<file path="src/rtl/pe_array_ctrl.sv">
// pe_array_ctrl: sequences one block of N_PE samples into the head of a PE
// chain, then flushes the chain for DRAIN_CYCLES cycles while the tail output
// is captured, and finally pulses done.
//
// Handshake: a sample is transferred on a rising edge where in_valid && in_ready.
// in_valid may rise or fall in any cycle. in_ready is a registered output and
// opens one cycle after the controller enters FEED. It closes on the same edge
// that accepts sample N_PE-1.
// start is honoured only while ready=1 (IDLE). start together with abort is
// treated as no request.
//
// Every output is registered, so each output shows the decision made on the
// previous edge. As a result, for a start sampled at edge t with no stalls,
// done is high in cycle t+1+N_PE+DRAIN_CYCLES+1.
// state_dbg exposes the FSM state register for observation.
module pe_array_ctrl #(
  parameter int DATA_WIDTH   = 8,
  parameter int N_PE         = 8,
  parameter int LOAD_CYCLES  = 2,
  parameter int DRAIN_CYCLES = N_PE
) (
  input  logic                      clk,
  input  logic                      rst,
  input  logic                      start,
  input  logic                      abort,
  input  logic                      in_valid,
  input  logic [DATA_WIDTH-1:0]     in_data,
  output logic                      in_ready,
  output logic                      ready,
  output logic [DATA_WIDTH-1:0]     x_out,
  output logic                      load_out,
  output logic                      sum_diff_sel_out,
  output logic [$clog2(N_PE)-1:0]   coef_addr,
  output logic                      z_capture,
  output logic                      done,
  output logic [15:0]               block_cnt,
  output logic [1:0]                state_dbg
);

  localparam int AW = $clog2(N_PE);
  localparam int CW = (DRAIN_CYCLES > 1) ? $clog2(DRAIN_CYCLES) : 1;

  localparam logic [1:0] S_IDLE  = 2'd0;
  localparam logic [1:0] S_FEED  = 2'd1;
  localparam logic [1:0] S_DRAIN = 2'd2;
  localparam logic [1:0] S_DONE  = 2'd3;

  logic [1:0]    state;
  logic [1:0]    state_nx;
  logic [AW-1:0] idx;
  logic [CW-1:0] drain_cnt;
  logic          accept;
  logic          last_sample;
  logic          drain_end;

  assign accept      = in_valid && in_ready;
  assign last_sample = accept && (idx == AW'(N_PE - 1));
  assign drain_end   = (drain_cnt == CW'(DRAIN_CYCLES - 1));
  assign state_dbg   = state;

  // Next-state decision; abort wins over progress in FEED and DRAIN
  always_comb begin
    state_nx = state;
    case (state)
      S_IDLE:  if (start && !abort) state_nx = S_FEED;
      S_FEED:  if (abort) state_nx = S_IDLE;
               else if (last_sample) state_nx = S_DRAIN;
      S_DRAIN: if (abort) state_nx = S_IDLE;
               else if (drain_end) state_nx = S_DONE;
      default: state_nx = S_IDLE;
    endcase
  end

  // State register, sample index and drain counter
  always_ff @(posedge clk or posedge rst) begin
    if (rst) begin
      state     <= S_IDLE;
      idx       <= '0;
      drain_cnt <= '0;
    end else begin
      state <= state_nx;
      // idx wraps naturally at N_PE-1 because N_PE is a power of two
      if (state == S_IDLE)
        idx <= '0;
      else if (state == S_FEED && accept)
        idx <= idx + AW'(1);
      if (state == S_DRAIN)
        drain_cnt <= drain_cnt + CW'(1);
      else
        drain_cnt <= '0;
    end
  end

  // Registered outputs toward the PE chain and the block status
  always_ff @(posedge clk or posedge rst) begin
    if (rst) begin
      ready            <= 1'b1;
      in_ready         <= 1'b0;
      x_out            <= '0;
      coef_addr        <= '0;
      load_out         <= 1'b0;
      sum_diff_sel_out <= 1'b0;
      z_capture        <= 1'b0;
      done             <= 1'b0;
      block_cnt        <= 16'd0;
    end else begin
      ready     <= (state_nx == S_IDLE);
      in_ready  <= (state == S_FEED) && (state_nx == S_FEED);
      done      <= (state == S_DONE);
      z_capture <= (state == S_DRAIN) && !abort;
      load_out  <= 1'b0;
      if (state == S_DONE)
        block_cnt <= block_cnt + 16'd1;
      case (state)
        S_FEED: begin
          if (abort) begin
            x_out            <= '0;
            coef_addr        <= '0;
            sum_diff_sel_out <= 1'b0;
          end else if (accept) begin
            x_out            <= in_data;
            coef_addr        <= idx;
            sum_diff_sel_out <= idx[0];
            load_out         <= (32'(idx) < LOAD_CYCLES);
          end
        end
        S_DRAIN: begin
          x_out            <= '0;
          sum_diff_sel_out <= 1'b0;
          if (abort)
            coef_addr <= '0;
          else
            coef_addr <= coef_addr + AW'(1);
        end
        default: begin
        end
      endcase
    end
  end

endmodule

</file>
<file path="config.mk">
export PLATFORM = sky130hd
export DESIGN_NAME = pe_array_ctrl
export DESIGN_NICKNAME = d
export VERILOG_FILES = /design/src/rtl/pe_array_ctrl.sv
export SDC_FILE = /design/constraint.sdc
export NUM_CORES = 1
export LEC_CHECK = 0
export ABC_AREA = 1
export CORE_UTILIZATION = 40
export CTS_BUF_LIST = sky130_fd_sc_hd__clkbuf_8
export DETAILED_ROUTE_END_ITERATION = 7
export PLACE_DENSITY = 0.65
export SLEW_MARGIN = 0
export SYNTH_ARGS = -nofsm -noshare
export SYNTH_HDL_FRONTEND = slang
export SYNTH_SLANG_ARGS = --single-unit
</file>
<file path="constraint.sdc">
create_clock -name clk -period 2.2 [get_ports clk]
set_input_delay 0.22 -clock clk [delete_from_list [all_inputs] [get_ports clk]]
set_output_delay 0.22 -clock clk [all_outputs]
set_load 0.1 [all_outputs]
</file>
==> run metrics, run 1 <==
drt pass-1 iters=7; clock sinks=41; Antenna Nets Post-Route=0; Synth Cell Area=1920 um2; area added between synthesis and finish=27.9%; violated checks=DRC; share of cells above drive strength 1=0.229; routed wl met3=185 um; highest metal used=met4; largest buffer count on any clock path=2; delay of the slowest critical-path stage=0.54 ns; worst vdd ir=0.349 mV; Yosys warning total=0; syn_nets=230; Final Cycle Share=0.710; TritonCTS clock tree=done; crit path cell chain=inv_2 > nand2_2 > a21oi_2 > nor2_2 > inv_1 > nand2_1 > nand2_1; Util after Layout=0.548; Setup Viol. Count Final=0; Seq/Total Area, Yosys=0.536; FMAX=0.640 GHz; Max FO, Critical Path=14; Distinct cells, synth=28; first-pass GRT wire length=6.27 mm; Initial Utilization=0.429; initial antenna violation count=0; Layout Skew=0.00567 ns; drc violations=4; Initial DRC Count=53; crit start category=flip-flop; chip width=71.2 um; All-Layer GR Usage=0.161; WL met1=1.89 mm; area share of the largest cell type after synthesis=0.522; core area=4470 um2; final instance area=2450 um2; Synth Flop Type=dfrtp_1; Min-Delay Path Class=in2async; number of global-route vias before repair=1332; # resized after CTS=0; WL met2=1.59 mm; EDFF count, synth=0; Leakage Power=1.36 nW; DR vias/cell=4.60; Final #Nets=284; Slew Viols, Final=0; Buf/Inv on CP=2; Die Y=71.2 um; Cell Pwr Density=652 nW/um2; diode count=0; Seq cells post-synth=41; Req. time, crit path=2.38 ns; WP data arrival=1.74 ns; most frequent CP cell=nand2_1; IO Pins=48; Worst path top cell family by delay=simple AND/OR/NAND/NOR gates; num rows=24; highest-delay cell along the critical path=dfrtp_1; CTS HTree Levels=2; Post-DP HPWL=2.74 mm; clk_lat worst skew=0.28 ns; Clock transition at path regs=0.08 ns; Via Count=1462; # Post-CTS Setup Buffers=0; status=finished with violations; cell accounting for the most synthesized area=dfrtp_1; die area=5080 um2; grt total ovfl=0; Max-slew headroom=0.654; Area contributors post-synth=dfrtp_1 52%, nand2_1 13%, inv_1 4.9%; IO buf count=47; area post-placement=2360 um2; final worst path period need=1.56 ns; crit path capture type=flip-flop; Setup CP Type=reg2reg; Placer Congestion=0.871; TNS Setup=0 ns; Avg Cell Area, Syn=9.09 um2; CTS root buf=clkbuf_8; max cap viols=0; Syn Inst Count=211; largest net degree at the start of global routing=42; RSZ-0062 raised after global routing=no; most frequent cell after synthesis=nand2_1; Fin. Hold Viols=0; wire per inst=11.7 um; Tightest Pin Transition=0.519 ns; Post-synth ARST share=1.00; final WL=3.71 mm; TritonCTS buffer count=5; cts-stage hold buffer count=0; Synth top cells by count=67 x nand2_1, 40 x dfrtp_1, 25 x inv_1, 12 x nor2_1, 9 x nand3_1
-- cells by family (layout without fill, tap and decap cells) --
kind of cell,count (synthesis),after routing,synth area share
DFF,41,41,0.536
adders and majority gates,6,6,0.0391
buffers and inverters,28,83,0.0587
xor gates and xnor gates,9,9,0.0411
and+or+nand+nor,115,115,0.288
AOI/OAI and AO/OA,12,12,0.0372
-- final timing paths --
kind | slack [ns] | end | depth (start not counted) | start
max in group asynchronous | 1.47 | ready | 3 | rst
setup reg to reg | 0.64 | coef_addr[2] | 7 | state_dbg[1]
setup / recovery | 0.64 | coef_addr[2] | 7 | state_dbg[1]
hold / removal | 0.36 | x_out[3] | 3 | rst
hold reg to reg | 0.45 | drain_cnt[0] | 1 | drain_cnt[0]
min in group clk | 0.45 | drain_cnt[0] | 1 | drain_cnt[0]
-- worst min-delay path, stage by stage --
cell and delay, ns:
clkdlybuf4s50_1 0.39, inv_1 0.05, buf_4 0.44
-- flip-flops by register name, summed over array words and instances, names as in the netlist --
| register | flops |
|---|---|
| coef_addr | 3 |
| in_ready | 1 |
| done | 1 |
| sum_diff_sel_out | 1 |
| load_out | 1 |
| z_capture | 1 |
| state_dbg | 2 |
| drain_cnt | 3 |
| x_out | 8 |
| ready | 1 |
| idx | 3 |
| block_cnt | 16 |
-- cell type report --
type / instances / area, um2
well taps: 52 / 65.1
multi-input cells: 142 / 778
fillers: 426 / 2020
clock buffers: 6 / 82.6
flip-flops and latches: 41 / 1030
repair buffers: 48 / 390
clock inverters: 2 / 7.51
inverters: 27 / 101
-- layout by cell type, fill, tap and decap left out --
cell and count:
inv_1 27, nor2_1 12, o21ai_1 1, nand2_2 5
nor2_2 2, inv_2 2, buf_4 36, nand3b_1 2
nand3_1 9, dfrtp_1 40, nand4_1 7, o31ai_1 1
xnor2_1 7, o21bai_1 2, nand3_2 1, clkdlybuf4s50_1 12
o21ai_0 5, dfstp_2 1, nand2_4 2, nand2_1 67
nor3_4 1, nor3_1 2, a21oi_2 1, nor2_4 3
ha_1 6, clkbuf_8 6, nor4_1 1, a21oi_1 2
nor3_2 1, xor2_1 2
-- routing by layer --
layer,up-vias,global-route usage
met2,38,0.222
met1,651,0.239
met4,0,0.0800
li1,771,-
met3,2,0.0338
met5,-,0
-- through the flow --
step                      std cells  power (W)  setup WS, ns  hold slack [ns]
after floorplan                 211    0.00105         0.214            0.289
after global placement          310    0.00113         0.431            0.427
after detailed placement        310    0.00113         0.367            0.450
after CTS                       318    0.00162         0.609            0.374
after global routing            318    0.00167         0.468            0.409
final                           318    0.00160         0.638            0.363
-- where the power goes --
part | internal, W | switching, W
Combinational | 0.0000692 | 0.000232
Clock | 0.000247 | 0.000239
Sequential | 0.000783 | 0.0000276
Power figures use the tool's default switching activity.
==> inputs of run 2 (changes only) <==
- PLACE_DENSITY: 0.65 -> 0.68
- clock period: 2.2 -> 1.25 ns (I/O delays scaled with it)
==> run 2 against run 1 <==
  * The run ends with DRC, setup timing left
  * Sequential share of layout area shrank 8.4 points
  * Maximum frequency grew 19%
  * Cell count grew 7.9%
  * Utilization grew 18 points
  * Register-to-register slack lost 0.70 ns
  * Sequential cell count is the same
==> run metrics, run 2 (synthesized netlist as in run 1, its figures left out) <==
Max FO, Critical Path=5 (-9); die area=5080 um2 (unchanged); IO buf count=47 (unchanged); crit path cell chain=inv_4 > nand2_2 > a21oi_2 > nor2_4 > buf_4 > nand2_1 > nand2_1; Most flops, register=block_cnt; Tightest Pin Transition=0.292 ns (-0.226 ns); chip width=71.2 um (unchanged); clock sinks=41 (unchanged); largest buffer count on any clock path=2 (unchanged); grt met3 use=0.0436 (+0.00985); met1 usage=0.199 (-0.0397); cts-stage hold buffer count=0 (unchanged); wire per inst=11.5 um (-1.6%); number of global-route vias before repair=1580 (+19%); most frequent cells in the layout=66 x nand2_1, 37 x buf_12, 24 x inv_1; Worst R2R End=coef_addr[1]; RSZ-0062 raised after global routing=yes; Slew Viols, Final=0 (unchanged); initial antenna violation count=0 (unchanged); diode count=0 (unchanged); area added between synthesis and finish=69.3%; CTS root buf=clkbuf_8; Die Y=71.2 um (unchanged); status=finished with violations; highest-delay cell along the critical path=dfrtp_4; crit path capture type=flip-flop; R2R depth=7 (unchanged); TritonCTS buffer count=5 (unchanged); commonest non-fill, non-tap cell in the layout=nand2_1; grt total ovfl=0 (unchanged); final worst path period need=1.31 ns (-0.252 ns); FMAX=0.763 GHz (+19%); TNS Setup=-0.532 ns (-0.532 ns); final instance area=3250 um2 (+32%); worst vdd ir=0.953 mV (+170%); Cell Pwr Density=926 nW/um2 (+42%); delay of the slowest critical-path stage=0.53 ns (about the same); num rows=24 (unchanged); drt pass-1 iters=6 (-1); largest net degree at the start of global routing=42 (unchanged); core area=4470 um2 (unchanged); Layout Skew=0.00667 ns (+0.000993 ns); Tot Pwr=0.00301 W (+88%); Via Count=1624 (+11%); Initial Utilization=0.429 (unchanged); FF-to-FF Start=state_dbg[1]; Buf/Inv on CP=2 (unchanged); Post-DP HPWL=2.96 mm (+7.9%); most frequent CP cell=nand2_1; Fin. Hold Viols=0 (unchanged); violated checks=DRC, setup timing; Min-Delay Path Class=in2async; IO Pins=48 (unchanged); Max-slew headroom=0.804 (+0.151); biggest regs=block_cnt (16), x_out (8); Final #Nets=309 (+8.8%); Initial DRC Count=84 (+58%); crit start category=flip-flop; DR vias/cell=4.73 (+3.0%); WP data arrival=1.49 ns (-0.25 ns); Worst path top cell family by delay=flip-flops; met2 Track Usage GR=0.289 (+0.0667); Req. time, crit path=1.43 ns (-0.95 ns); max reg flops=16 (unchanged); Placer Congestion=0.844 (-3.1%); Setup CP Type=reg2reg; Final Cycle Share=1.05 (+0.338); max cap viols=0 (unchanged); TritonCTS clock tree=done; All-Layer GR Usage=0.167 (+0.00603); final WL=3.94 mm (+6.1%); CTS HTree Levels=2 (unchanged); GRT busiest layer=met2; share of cells above drive strength 1=0.412 (+0.183); area post-placement=3060 um2 (+30%); Leakage Power=1.56 nW (+15%); r2r setup slk=-0.06 ns (-0.70 ns); clk_lat worst skew=0.29 ns (about the same); Fill cells=314 (-26%); setup ws final=-0.0604 ns (-0.698 ns); Setup Viol. Count Final=15 (+15); Clock transition at path regs=0.08 ns (about the same); first-pass GRT wire length=6.62 mm (+5.6%); Antenna Nets Post-Route=0 (unchanged); drc violations=5 (+1)
## run 2: cell types whose count changed in the layout (fill, tap and decap cells not counted), sizes merged
cell	previous run	this run
clkinv	0	2
clkbuf	6	5
buf	36	61
inv	29	28
## run 2: worst max-delay path by stage
| stage | from | to | slack, ns | cells past startpoint |
|---|---|---|---|---|
| floorplan | block_cnt[0] | block_cnt[8] | -0.21 | 8 |
| global placement | abort | x_out[3] | -0.11 | 7 |
| detailed placement | abort | x_out[1] | -0.16 | 7 |
| CTS | state_dbg[1] | state_dbg[1] | -0.04 | 2 |
| global route | state_dbg[1] | coef_addr[0] | -0.11 | 7 |
| finish | state_dbg[1] | coef_addr[1] | -0.06 | 7 |
## run 2: layout make-up
type / count / area, um2 / area share
clock buffers: 5 / 68.8 / 0.0212
multi-input cells: 142 / 851 / 0.262
flip-flops and latches: 41 / 1090 / 0.335
clock inverters: 3 / 13.8 / 0.00424
well taps: 52 / 65.1 / 0.0200
inverters: 27 / 104 / 0.0320
repair buffers: 73 / 1060 / 0.325
## run 2: repair_timing
action | CTS | global route
endpoints found under the hold margin | 0 | 0
endpoints found under the setup margin | 15 | 27
pin swaps | 2 | 10
resized for setup | 4 | 12
buffers inserted | 1 | 5
## run 2: per-layer routing
layer,wire (um),part of all wire
met5,0,0
met4,25,0.0063
met3,139,0.035
met2,1980,0.50
met1,1790,0.45
## run 2: metrics by stage
step / setup slack (ns) / hold slack, ns / utilization / instances
2_1_floorplan: -0.208 / 0.194 / - / 211
3_3_place_gp: -0.111 / 0.418 / 0.685 / 329
3_5_place_dp: -0.161 / 0.423 / 0.685 / 329
4_1_cts: -0.0380 / 0.193 / 0.708 / 338
5_1_grt: -0.110 / 0.212 / 0.726 / 343
6_report: -0.0604 / 0.184 / 0.726 / 343
## run 2: tightest hold or removal path: stages
cell             delay, ns
clkdlybuf4s50_1       0.39
inv_1                 0.09
buf_12                0.24
## run 2: power by group
group	leakage, nW	internal [W]	switching (W)
Sequential	0.526	0.00138	0.0000577
Clock	0.0491	0.000379	0.000441
Combinational	0.988	0.000292	0.000454
==> inputs of run 3 (changes only) <==
- CTS_BUF_LIST: sky130_fd_sc_hd__clkbuf_8 -> not set
==> run 3 against run 2 <==
  * The flow still finishes with violations (DRC, setup timing)
  * Via count about the same
  * Routed wire length increased by 0.18%
  * First-iteration DRC count is 9.5% lower
  * Setup slack worse by 0.0033 ns
  * Register-to-register slack hardly changed
  * Combinational power barely moved
  * Total power is 0.33% higher
  * Sequential power about the same
  * Global-route usage did not move
  * Maximum frequency shrank 0.25%
  * Cell count stayed put
  * Critical endpoint unchanged
==> run metrics, run 3 (synthesized netlist as in run 1, its figures left out) <==
most frequent cells in the layout=66 x nand2_1, 37 x buf_12, 23 x inv_1; initial antenna violation count=0 (unchanged); Initial DRC Count=76 (-9.5%); FMAX=0.761 GHz (-0.25%); crit path to=coef_addr[1]; Final #Nets=309 (unchanged); Leakage Power=1.56 nW (-0.26%); Fill cells=314 (unchanged); Cell Pwr Density=929 nW/um2 (+0.33%); share of cells above drive strength 1=0.412 (unchanged); status=finished with violations; largest net degree at the start of global routing=42 (unchanged); dpl ws=-0.161 ns (unchanged); final WL=3.95 mm (+0.18%); clock sinks=41 (unchanged); Setup Viol. Count Final=15 (unchanged); core area=4470 um2 (unchanged); Layout Skew=0.00702 ns (+0.000349 ns); drc violations=5 (unchanged); crit start category=flip-flop; Final Cycle Share=1.05 (+0.00265); crit path capture type=flip-flop; diode count=0 (unchanged); Placer Congestion=0.844 (unchanged); commonest non-fill, non-tap cell in the layout=nand2_1; drt pass-1 iters=6 (unchanged); Tightest Pin Transition=0.292 ns (unchanged); Max-slew headroom=0.804 (unchanged); All-Layer GR Usage=0.167 (unchanged); Placed Cells=329 (unchanged); Die Y=71.2 um (unchanged); Antenna Nets Post-Route=0 (unchanged); r2r setup slk=-0.06 ns (about the same); TritonCTS clock tree=done; CTS root buf=clkbuf_8; Most flops, register=block_cnt; IO Pins=48 (unchanged); biggest regs=block_cnt (16), x_out (8); Min-Delay Path Class=in2async; Via Count=1623 (-0.062%); wire per inst=11.5 um (+0.18%); first-pass GRT wire length=6.62 mm (unchanged); Max FO, Critical Path=5 (unchanged); Req. time, crit path=1.43 ns (about the same); clk_lat worst skew=0.29 ns (about the same); Worst R2R End=coef_addr[1]; Setup CP Type=reg2reg; DR vias/cell=4.73 (about the same); final worst path period need=1.31 ns (+0.00332 ns); largest buffer count on any clock path=2 (unchanged); worst vdd ir=0.955 mV (+0.18%); FF-to-FF Start=state_dbg[1]; RSZ-0062 raised after global routing=yes; fin cells=343 (unchanged); num rows=24 (unchanged); TritonCTS buffer count=5 (unchanged); violated checks=DRC, setup timing; Initial Utilization=0.429 (unchanged); IO buf count=47 (unchanged); max reg flops=16 (unchanged); chip width=71.2 um (unchanged); Post-DP HPWL=2.96 mm (unchanged); R2R depth=7 (unchanged); CTS HTree Levels=2 (unchanged); WP data arrival=1.49 ns (about the same); Clock transition at path regs=0.08 ns (about the same); area added between synthesis and finish=69.3% (unchanged); final hold slack=0.182 ns (-0.00148 ns); Critical Path Start=state_dbg[1]; number of global-route vias before repair=1580 (unchanged); setup ws final=-0.0637 ns (-0.00332 ns); die area=5080 um2 (unchanged); max cap viols=0 (unchanged); Fin. Hold Viols=0 (unchanged); grt total ovfl=0 (unchanged); Slew Viols, Final=0 (unchanged)
[run 3: layer usage]
metal	share of wire	routed length, um	track usage	vias to the layer above
li1	-	-	-	826
met1	0.46	1800	0.199	758
met2	0.50	1970	0.289	35
met3	0.035	138	0.0436	4
met4	0.010	41	0.0644	0
met5	0	0	0	-
[run 3: report_power, final]
group	switching, W	internal [W]
sequential	0.0000579	0.00138
combinational	0.000454	0.000292
clock	0.000443	0.000387
[run 3: per-stage QoR]
stage	util	instance area (um2)	total power (W)	TNS (ns)
finish	0.726	3250	0.00302	-0.577
global route	0.726	3250	0.00315	-1.72
floorplan	-	2010	0.00186	-2.59
detailed placement	0.685	3060	0.00219	-1.69
global placement	0.685	3060	0.00219	-1.26
CTS	0.708	3170	0.00305	-0.255
[run 3: worst min-delay path by stage]
stage	slack (ns)	end	depth (start not counted)	start
2_1_floorplan	0.19	z_capture	1	abort
3_3_place_gp	0.42	drain_cnt[0]	1	drain_cnt[0]
6_report	0.18	block_cnt[7]	3	rst
3_5_place_dp	0.42	drain_cnt[0]	1	drain_cnt[0]
5_1_grt	0.21	block_cnt[14]	3	rst
4_1_cts	0.19	block_cnt[15]	3	rst
[run 3: repair_timing]
| item | 4_1_cts | 5_1_grt |
|---|---|---|
| endpoints found under the setup margin | 15 | 27 |
| cloned | 0 | 0 |
| gates resized for setup | 4 | 12 |
| hold buffers | 0 | 0 |
| pin swaps | 2 | 10 |
| buffers inserted | 1 | 5 |
[run 3: cell type report]
cell class,count,area (um2),area share
clock buffer,6,72.6,0.0224
clock inverter,2,10.0,0.00308
inverter,27,104,0.0320
multi-input combinational,142,851,0.262
sequential,41,1090,0.335
tap,52,65.1,0.0200
timing repair buffer,73,1060,0.325
[run 3: critical path, cell delays in order, from the launching register on]
cell     delay, ns
dfrtp_4       0.54
inv_4         0.08
nand2_2       0.08
a21oi_2       0.17
nor2_4        0.08
buf_4         0.14
nand2_1       0.05
nand2_1       0.06
